==> src/rtl/ai_vector_mac_engine.sv <==
// Signed LANES-wide vector MAC over len beats with raw/ReLU/step post-op; optional clamp via AI_MAC_SAT_EN.
// Latency: done pulses in the cycle after edge E(L+1), where E0 samples start (len==0: after E1).
// Backpressure: in_ready is high only in RUN; bubbles stall RUN without losing state; start ignored unless IDLE.
module ai_vector_mac_engine #(
    parameter int LANES   = 4,
    parameter int ELEM_W  = 8,
    parameter int ACC_W   = 32,
    parameter int MAX_LEN = 16,
    localparam int LEN_W  = $clog2(MAX_LEN + 1)
) (
    input  logic                      clk,
    input  logic                      reset,
    input  logic                      start,
    input  logic [LEN_W-1:0]          len,
    input  logic [1:0]                mode,
    input  logic                      clear,
    input  logic                      in_valid,
    output logic                      in_ready,
    input  logic [LANES*ELEM_W-1:0]   vec_a,
    input  logic [LANES*ELEM_W-1:0]   vec_b,
    output logic                      busy,
    output logic                      done,
    output logic [ACC_W-1:0]          result,
    output logic                      sat_flag
);
    localparam int PW = 2 * ELEM_W + $clog2(LANES);
    localparam int SW = ((ACC_W > PW) ? ACC_W : PW) + 1;

    typedef enum logic [1:0] {IDLE, RUN, DRAIN, DONE} state_t;

    state_t                  state;
    logic [LEN_W-1:0]        len_q;
    logic [LEN_W-1:0]        cnt;
    logic [1:0]              mode_q;
    logic                    p_v;
    logic signed [PW-1:0]    p_sum;
    logic signed [ACC_W-1:0] acc;

    logic signed [PW-1:0]    dot;
    logic signed [SW-1:0]    sum_w;
    logic signed [ACC_W-1:0] acc_red;
    logic signed [ACC_W-1:0] acc_next;
    logic signed [ACC_W-1:0] post;
    logic                    ovf;
    logic                    ovf_hit;

    assign in_ready = (state == RUN);
    assign busy     = (state != IDLE);

    always_comb begin
        logic signed [ELEM_W-1:0] ea;
        logic signed [ELEM_W-1:0] eb;
        dot = '0;
        for (int i = 0; i < LANES; i++) begin
            ea  = vec_a[i*ELEM_W +: ELEM_W];
            eb  = vec_b[i*ELEM_W +: ELEM_W];
            dot = dot + PW'(ea) * PW'(eb);
        end
    end

    // Add at full width so the overflow test only has to inspect the bits above ACC_W-1.
    always_comb begin
        sum_w = SW'(acc) + SW'(p_sum);
`ifdef AI_MAC_SAT_EN
        ovf = (sum_w[SW-1:ACC_W-1] != {(SW-ACC_W+1){sum_w[SW-1]}});
        if (!ovf)
            acc_red = sum_w[ACC_W-1:0];
        else if (sum_w[SW-1])
            acc_red = {1'b1, {(ACC_W-1){1'b0}}};
        else
            acc_red = {1'b0, {(ACC_W-1){1'b1}}};
`else
        ovf     = 1'b0;
        acc_red = sum_w[ACC_W-1:0];
`endif
        acc_next = p_v ? acc_red : acc;
        ovf_hit  = p_v & ovf;
    end

    always_comb begin
        case (mode_q)
            2'b01:   post = (acc_next < 0) ? '0 : acc_next;
            2'b10:   post = (acc_next > 0) ? ACC_W'(1) : '0;
            default: post = acc_next;
        endcase
    end

    always_ff @(posedge clk or negedge reset) begin
        if (!reset) begin
            state    <= IDLE;
            len_q    <= '0;
            cnt      <= '0;
            mode_q   <= '0;
            p_v      <= 1'b0;
            p_sum    <= '0;
            acc      <= '0;
            done     <= 1'b0;
            result   <= '0;
            sat_flag <= 1'b0;
        end else if (clear) begin
            state <= IDLE;
            acc   <= '0;
            cnt   <= '0;
            p_v   <= 1'b0;
            done  <= 1'b0;
        end else begin
            done <= 1'b0;
            p_v  <= 1'b0;
            case (state)
                IDLE: begin
                    if (start) begin
                        acc      <= '0;
                        cnt      <= '0;
                        sat_flag <= 1'b0;
                        len_q    <= (len > LEN_W'(MAX_LEN)) ? LEN_W'(MAX_LEN) : len;
                        mode_q   <= mode;
                        state    <= (len == '0) ? DRAIN : RUN;
                    end
                end
                RUN: begin
                    acc <= acc_next;
                    if (ovf_hit)
                        sat_flag <= 1'b1;
                    if (in_valid) begin
                        p_sum <= dot;
                        p_v   <= 1'b1;
                        cnt   <= cnt + LEN_W'(1);
                        if (cnt == len_q - LEN_W'(1))
                            state <= DRAIN;
                    end
                end
                DRAIN: begin
                    acc    <= acc_next;
                    if (ovf_hit)
                        sat_flag <= 1'b1;
                    result <= post;
                    done   <= 1'b1;
                    state  <= DONE;
                end
                default: state <= IDLE;
            endcase
        end
    end
endmodule

==> config.mk <==
export PLATFORM = sky130hd
export DESIGN_NAME = ai_vector_mac_engine
export DESIGN_NICKNAME = d
export VERILOG_FILES = /design/src/rtl/ai_vector_mac_engine.sv
export SDC_FILE = /design/constraint.sdc
export NUM_CORES = 1
export LEC_CHECK = 0
export BUFFER_PORTS_ARGS = -buffer_cell sky130_fd_sc_hd__clkbuf_2
export CAP_MARGIN = 20
export CORE_MARGIN = 1
export CORE_UTILIZATION = 35
export CTS_BUF_LIST = sky130_fd_sc_hd__clkbuf_4
export DETAILED_ROUTE_END_ITERATION = 8
export GPL_TIMING_DRIVEN = 0
export HOLD_SLACK_MARGIN = 0.1
export PLACE_DENSITY = 0.54
export SETUP_SLACK_MARGIN = 0.15
export SYNTH_ARGS = -nofsm -noshare
export SYNTH_HDL_FRONTEND = slang
export SYNTH_SLANG_ARGS = --single-unit
==> constraint.sdc <==
create_clock -name clk -period 5.25 [get_ports clk]
set_clock_uncertainty 0.1 [all_clocks]
set_input_delay 0 -clock clk [delete_from_list [all_inputs] [get_ports clk]]
set_output_delay 0 -clock clk [all_outputs]
set_load 0.005 [all_outputs]
==> impl_metrics.csv, run 1 <==
group,metric,value,unit
global_route,grt_max_degree,62,
sta,fmax,0.172,GHz
clock_tree,cts_buffer_depth,2,
floorplanning,io-pin-count,112,
drt,drt_iter0_drc,578,
sta,finalCriticalPeriod,5810,ps
critical_path,endpoint_kind,"register",
finish,syn2layout_area_growth,14.0,%
sta,relSlewSlack,0.321,
synthesis,synth.ff_latch_count,98,
sta,timing.final.ws_setup,-558,ps
drt,routedWlPerCell,16.9,um
drt,first_pass_iters,5,
synthesis,synth_area_per_cell,9.30,um^2
floorplanning,core,49100,um^2
global_route,overflow,0,
finish,nets,2570,
finish,drive_above_1_share,0.129,
global_route,antenna_found_initial,6,
sta,finalHoldViolCount,0,
critical_path,cp-startpoint,"vec_a[2]",
synthesis,syn_nets,2405,
synthesis,async_reset_ff_frac,1.00,
critical_path,crit_arrival,6070,ps
synthesis,yosys-top-cells-area,"fa_1 37%, dfrtp_1 14%, ha_1 9.8%",
critical_path,reg2regPathDepth,12,
clock_tree,tritoncts,"done",
critical_path,startpoint_type,"primary input",
synthesis,synth_cell_types,78,
floorplanning,die-area,50700,um^2
critical_path,rr_endpoint,"result[0]",
clock_tree,clk_pin_slew,160,ps
finish,fillers,4990,
sta,tightestPinTransition,1010,ps
clock_tree,clk_latency,480,ps
synthesis,syn_area,17400,um^2
synthesis,synth_area_leader_cell,"fa_1",
placed_design,hpwl,39200,um
floorplanning,die_y,225,um
critical_path,rr_startpoint,"acc[0]",
status,violations,"negative setup slack",
drt,viasPerCell,4.89,
clock_tree,cts_made_buffers,9,
clock_tree,h-tree-depth,3,
synthesis,syn_inst,1874,
placed_design,place.gp.congestion,0.889,
synthesis,synth_commonest_cells,"405 x inv_1, 319 x fa_1, 187 x nand2_1",
placed_design,port_buffers,106,
min_path,min_from,"vec_b[0]",
drt,detail-route-antenna-nets,0,
critical_path,worstPathMaxFanout,7,
critical_path,worstPathRequired,5520,ps
global_route,grt_pass1_vias,14200,
drt,vias,13200,
synthesis,synthFlopType,"dfrtp_1",
flow_run,cap_violations,0,
global_route,grt_first_pass_wirelength,75200,um
sta,final_max_slew_viol_count,0,
synthesis,ys_warn_count,0,
sta,rsz0062_at_grt,"yes",
min_path,min_to,"p_sum[0]",
status,status,"finished, violations left",
floorplanning,start_util,0.355,
sta,fin_setup_tns,-3740,ps
clock_tree,clockRootBuffer,"clkbuf_4",
synthesis,ys_seq_area_frac,0.141,
synthesis,synth.top_cell.area_share,0.366,
synthesis,synth_edf_count,0,
floorplanning,rows,81,
sta,finalCritPeriodShare,1.11,
synthesis,synth.most_common_cell,"inv_1",
min_path,min_path_type,"primary input to register",
drt,drc,0,
clock_tree,clock-sinks,98,
sta,setup_viol,10,
floorplanning,die_x,225,um
min_path,min_path_cells,4,
drt,wirelength,45800,um
sta,hold_slack,193,ps
critical_path,rrSetupSlack,990,ps
global_route,grt_usage,0.187,
critical_path,crit_type,"primary input to register",
[routing by layer]
metal  vias up  share of wire  track usage
met5         -         0.0013            0
met4        10          0.024       0.0483
met3        70          0.035       0.0218
met2       261           0.50        0.330
met1      6680           0.44        0.242
li1       6221              -            -
[what timing repair did]
action | 4_1_cts | 5_1_grt
setup buffers | 17 | 7
endpoints found under the hold margin | 118 | 0
resized for setup | 59 | 77
pin swaps | 39 | 36
hold buffers | 23 | 0
setup endpoints to repair | 10 | 12
[layout by cell type (no fill, tap or decap), types with 9 or more instances in the layout]
cell           netlist  routed
nand4_1             11      11
nor2b_1             22      22
fa_1               319     313
nor3_1              24      23
clkbuf_1            28      24
clkbuf_4             0      16
dfrtp_1             98      98
and2_1             124     114
nand2b_1            33      33
o21bai_1            14      11
nand3_1             20      19
clkbuf_2             0      77
a21oi_1             50      44
and2_4               0       9
inv_2                2      11
nand2_1            187     175
o21ai_1              5      15
mux2_2              12      12
buf_2               11      16
ha_1               136     132
buf_6                3      14
o21ai_0             69      56
dlygate4sd3_1        0      22
xnor2_1             36      31
nand2_2              0      10
buf_4                1      22
nor2_1              77      74
xor2_1              11      11
inv_1              405     395
a211oi_1            34      33
[through the flow]
| step | worst slack [ps] | instances | cell area, um^2 | utilization |
|---|---|---|---|---|
| floorplan | -653 | 1874 | 17500 | - |
| global placement | -1330 | 2644 | 18900 | 0.385 |
| detailed placement | -1340 | 2645 | 18900 | 0.386 |
| CTS | -560 | 2701 | 19600 | 0.400 |
| global route | -711 | 2709 | 19900 | 0.405 |
| finish | -558 | 2709 | 19900 | 0.405 |
[how the worst max path moves through the flow]
| stage | to | slack [ps] | cells past startpoint |
|---|---|---|---|
| 2_1_floorplan | p_sum[17] | -650 | 22 |
| 3_3_place_gp | p_sum[17] | -1330 | 23 |
| 3_5_place_dp | p_sum[17] | -1340 | 28 |
| 4_1_cts | p_sum[15] | -560 | 25 |
| 5_1_grt | p_sum[16] | -710 | 21 |
| 6_report | p_sum[15] | -560 | 23 |
[cell type report]
type / count / area [um^2] / area share
clock inverters: 6 / 42.5 / 0.00214
flip-flops and latches: 98 / 2450 / 0.123
diodes: 1 / 2.50 / 0.000126
inverters: 407 / 1530 / 0.0770
multi-input cells: 1322 / 13500 / 0.680
clock buffers: 10 / 75.1 / 0.00378
plain buffers: 47 / 249 / 0.0125
repair buffers: 154 / 1180 / 0.0596
well taps: 664 / 831 / 0.0418
[registers in the layout, summed over array words and instances (netlist names)]
register  flops
acc          32
cnt           5
done          1
len_q         5
mode_q        2
p_sum        18
p_v           1
result       32
state         2
[critical path, stage by stage]
cell and delay [ps]:
clkbuf_16 140, and2_1 170, fa_1 520, inv_2 40
fa_1 470, fa_1 540, fa_1 450, fa_1 490
inv_1 50, fa_1 460, fa_1 490, fa_1 570
ha_4 240, a21oi_4 170, o21bai_4 90, a21oi_2 150
o21bai_2 100, a21oi_2 200, o21ai_2 90, o31ai_2 270
buf_4 160, xor2_1 120, o21ai_1 80
[logic make-up (layout without fill, tap and decap cells)]
group	after synthesis	in the layout	synth area share
other	1	2	0.000215
buffers and inverters	454	624	0.100
DFF	98	98	0.141
muxes	18	18	0.0112
AOI/OAI and AO/OA	270	270	0.108
xor gates and xnor gates	48	48	0.0246
adders and majority gates	455	455	0.464
and+or+nand+nor	530	530	0.152
Power of run 1 is not shown: default switching activity piles up to over one toggle a cycle in this logic, so the estimate is an artifact.
==> run 2: changes to the inputs <==
--- a/config.mk
+++ b/config.mk
@@ -5,6 +5,7 @@
 export SDC_FILE = /design/constraint.sdc
 export NUM_CORES = 1
 export LEC_CHECK = 0
+export ABC_AREA = 1
 export BUFFER_PORTS_ARGS = -buffer_cell sky130_fd_sc_hd__clkbuf_2
 export CAP_MARGIN = 20
 export CORE_MARGIN = 1
==> impl_metrics.csv, run 2 <==
group,metric,value,unit
global_route,grt_max_degree,79,
sta,relSlewSlack,0.345,
status,violations,"negative setup slack",
drt,first_pass_iters,8,
clock_tree,clockRootBuffer,"clkbuf_4",
floorplanning,start_util,0.355,
drt,detail-route-antenna-nets,0,
critical_path,rr_endpoint,"state[1]",
floorplanning,io-pin-count,112,
sta,timing.final.ws_setup,-445,ps
drt,vias,14400,
min_path,min_from,"vec_a[8]",
critical_path,critical-path-slowest-cell,"fa_1",
floorplanning,rows,83,
critical_path,crit_type,"primary input to register",
critical_path,worstPathRequired,5530,ps
critical_path,rr_startpoint,"state[1]",
critical_path,crit_arrival,5980,ps
critical_path,endpoint_kind,"register",
clock_tree,clock-sinks,98,
placed_design,hpwl,40700,um
synthesis,yosys-top-cells-area,"fa_1 35%, dfrtp_1 13%, inv_1 13%",
clock_tree,clk_latency,500,ps
global_route,grt_usage,0.189,
finish,layout.cells.non_filler,3108,
status,status,"finished, violations left",
finish,final_common_cell,"inv_1",
floorplanning,die_y,230,um
critical_path,rrSetupSlack,1750,ps
sta,setup_viol,9,
synthesis,async_reset_ff_frac,1.00,
drt,drt_iter0_drc,669,
synthesis,synth_cell_types,46,
sta,finalHoldViolCount,0,
placed_design,placed_area,19900,um^2
drt,drc,0,
min_path,min_path_cells,8,
synthesis,syn_nets,2823,
synthesis,syn_inst,2292,
floorplanning,die-area,53100,um^2
finish,syn2layout_area_growth,16.0,%
clock_tree,cts_buffer_depth,2,
synthesis,synth_area_leader_cell,"fa_1",
sta,tightestPinTransition,983,ps
finish,top_regs,"acc (32), result (32), p_sum (18)",
global_route,grt_first_pass_wirelength,79400,um
critical_path,startpoint_type,"primary input",
global_route,antenna_found_initial,2,
sta,finalCriticalPeriod,5700,ps
critical_path,slowest_delay,590,ps
floorplanning,die_x,230,um
clock_tree,tritoncts,"done",
drt,routedWlPerCell,15.3,um
synthesis,synthFlopType,"dfrtp_1",
clock_tree,clk_pin_slew,170,ps
synthesis,syn_area,18200,um^2
finish,nets,2953,
synthesis,ys_seq_area_frac,0.134,
finish,drive_above_1_share,0.138,
floorplanning,core,51400,um^2
drt,wirelength,47700,um
sta,fin_setup_tns,-3030,ps
min_path,min_to,"p_sum[1]",
placed_design,port_buffers,49,
clock_tree,cts_made_buffers,9,
synthesis,ys_warn_count,0,
drt,viasPerCell,4.63,
synthesis,synth_commonest_cells,"652 x inv_1, 564 x nand2_1, 319 x fa_1",
synthesis,synth_area_per_cell,7.96,um^2
global_route,grt_pass1_vias,15700,
min_path,min_path_type,"primary input to register",
sta,rsz0062_at_grt,"yes",
clock_tree,h-tree-depth,3,
sta,finalCritPeriodShare,1.08,
placed_design,dp.cells,3021,
placed_design,place.gp.congestion,0.908,
synthesis,synth_edf_count,0,
critical_path,worstPathMaxFanout,8,
synthesis,synth.top_cell.area_share,0.350,
finish,final_cell_mix,"613 x inv_1, 538 x nand2_1, 308 x fa_1",
finish,fin_area,21200,um^2
finish,post-route-util,0.412,
critical_path,reg2regPathDepth,13,
finish,fillers,5246,
flow_run,cap_violations,0,
sta,fmax,0.176,GHz
critical_path,cpMostUsedCell,"fa_1",
global_route,overflow,0,
synthesis,synth.ff_latch_count,98,
sta,final_max_slew_viol_count,0,
synthesis,synth.most_common_cell,"inv_1",
==> run 2: worst max-delay path, delay by kind of cell <==
kind | cells | cell delay (ps)
fa+ha+maj | 9 | 4240
compound gates | 5 | 650
buf+inv | 7 | 510
simple gates | 5 | 410
xor+xnor | 1 | 150
==> run 2: through the flow <==
stage               hold slack [ps]  worst slack (ps)
floorplan                      -396              -599
global placement                107             -1180
detailed placement             59.0             -1190
CTS                             182              -466
global route                    233              -663
finish                          197              -445
==> run 2: per-layer routing <==
metal | track usage | routed length, um | vias to the layer above
met3 | 0.0140 | 1250 | 59
met4 | 0.0534 | 1370 | 2
li1 | - | - | 6966
met1 | 0.219 | 18700 | 7118
met5 | 0 | 13 | -
met2 | 0.368 | 26300 | 249
==> run 2: layout make-up <==
class                           count  area [um^2]  area share
Clock buffer                        9         67.6     0.00319
Sequential cell                    98         2450       0.116
Multi-Input combinational cell   1452        13400       0.633
Buffer                             85          863      0.0408
Timing Repair Buffer              119          956      0.0452
Inverter                          657         2510       0.118
Clock inverter                      7         60.1     0.00284
Antenna cell                        1         2.50    0.000118
Tap cell                          680          851      0.0402
==> run 2: worst max path at each step <==
stage	startpoint	endpoint	slack, ps	depth (start not counted)
final	vec_b[27]	p_sum[13]	-450	27
after global routing	vec_b[2]	p_sum[16]	-660	25
after CTS	vec_a[7]	p_sum[17]	-470	21
after detailed placement	vec_b[10]	p_sum[17]	-1190	21
after global placement	vec_b[15]	p_sum[16]	-1180	26
after floorplan	vec_a[5]	p_sum[16]	-600	25
==> run 2: timing repair <==
| action | 4_1_cts | 5_1_grt |
|---|---|---|
| pin swaps | 62 | 75 |
| hold buffers | 31 | 0 |
| setup buffers | 17 | 21 |
| setup endpoints to repair | 10 | 11 |
| resized for setup | 95 | 98 |
| hold endpoints to repair | 121 | 0 |
==> run 2: logic make-up after synthesis <==
kind of cell	Yosys count	share of synthesized area
other	1	0.000206
AO/OA/AOI/OAI	163	0.0685
XOR/XNOR	33	0.0158
buffers and inverters	742	0.157
AND/OR/NAND/NOR	800	0.180
flip-flops	98	0.134
adder cells (fa/ha/maj)	455	0.443
Power of run 2 is left out for the same reason.
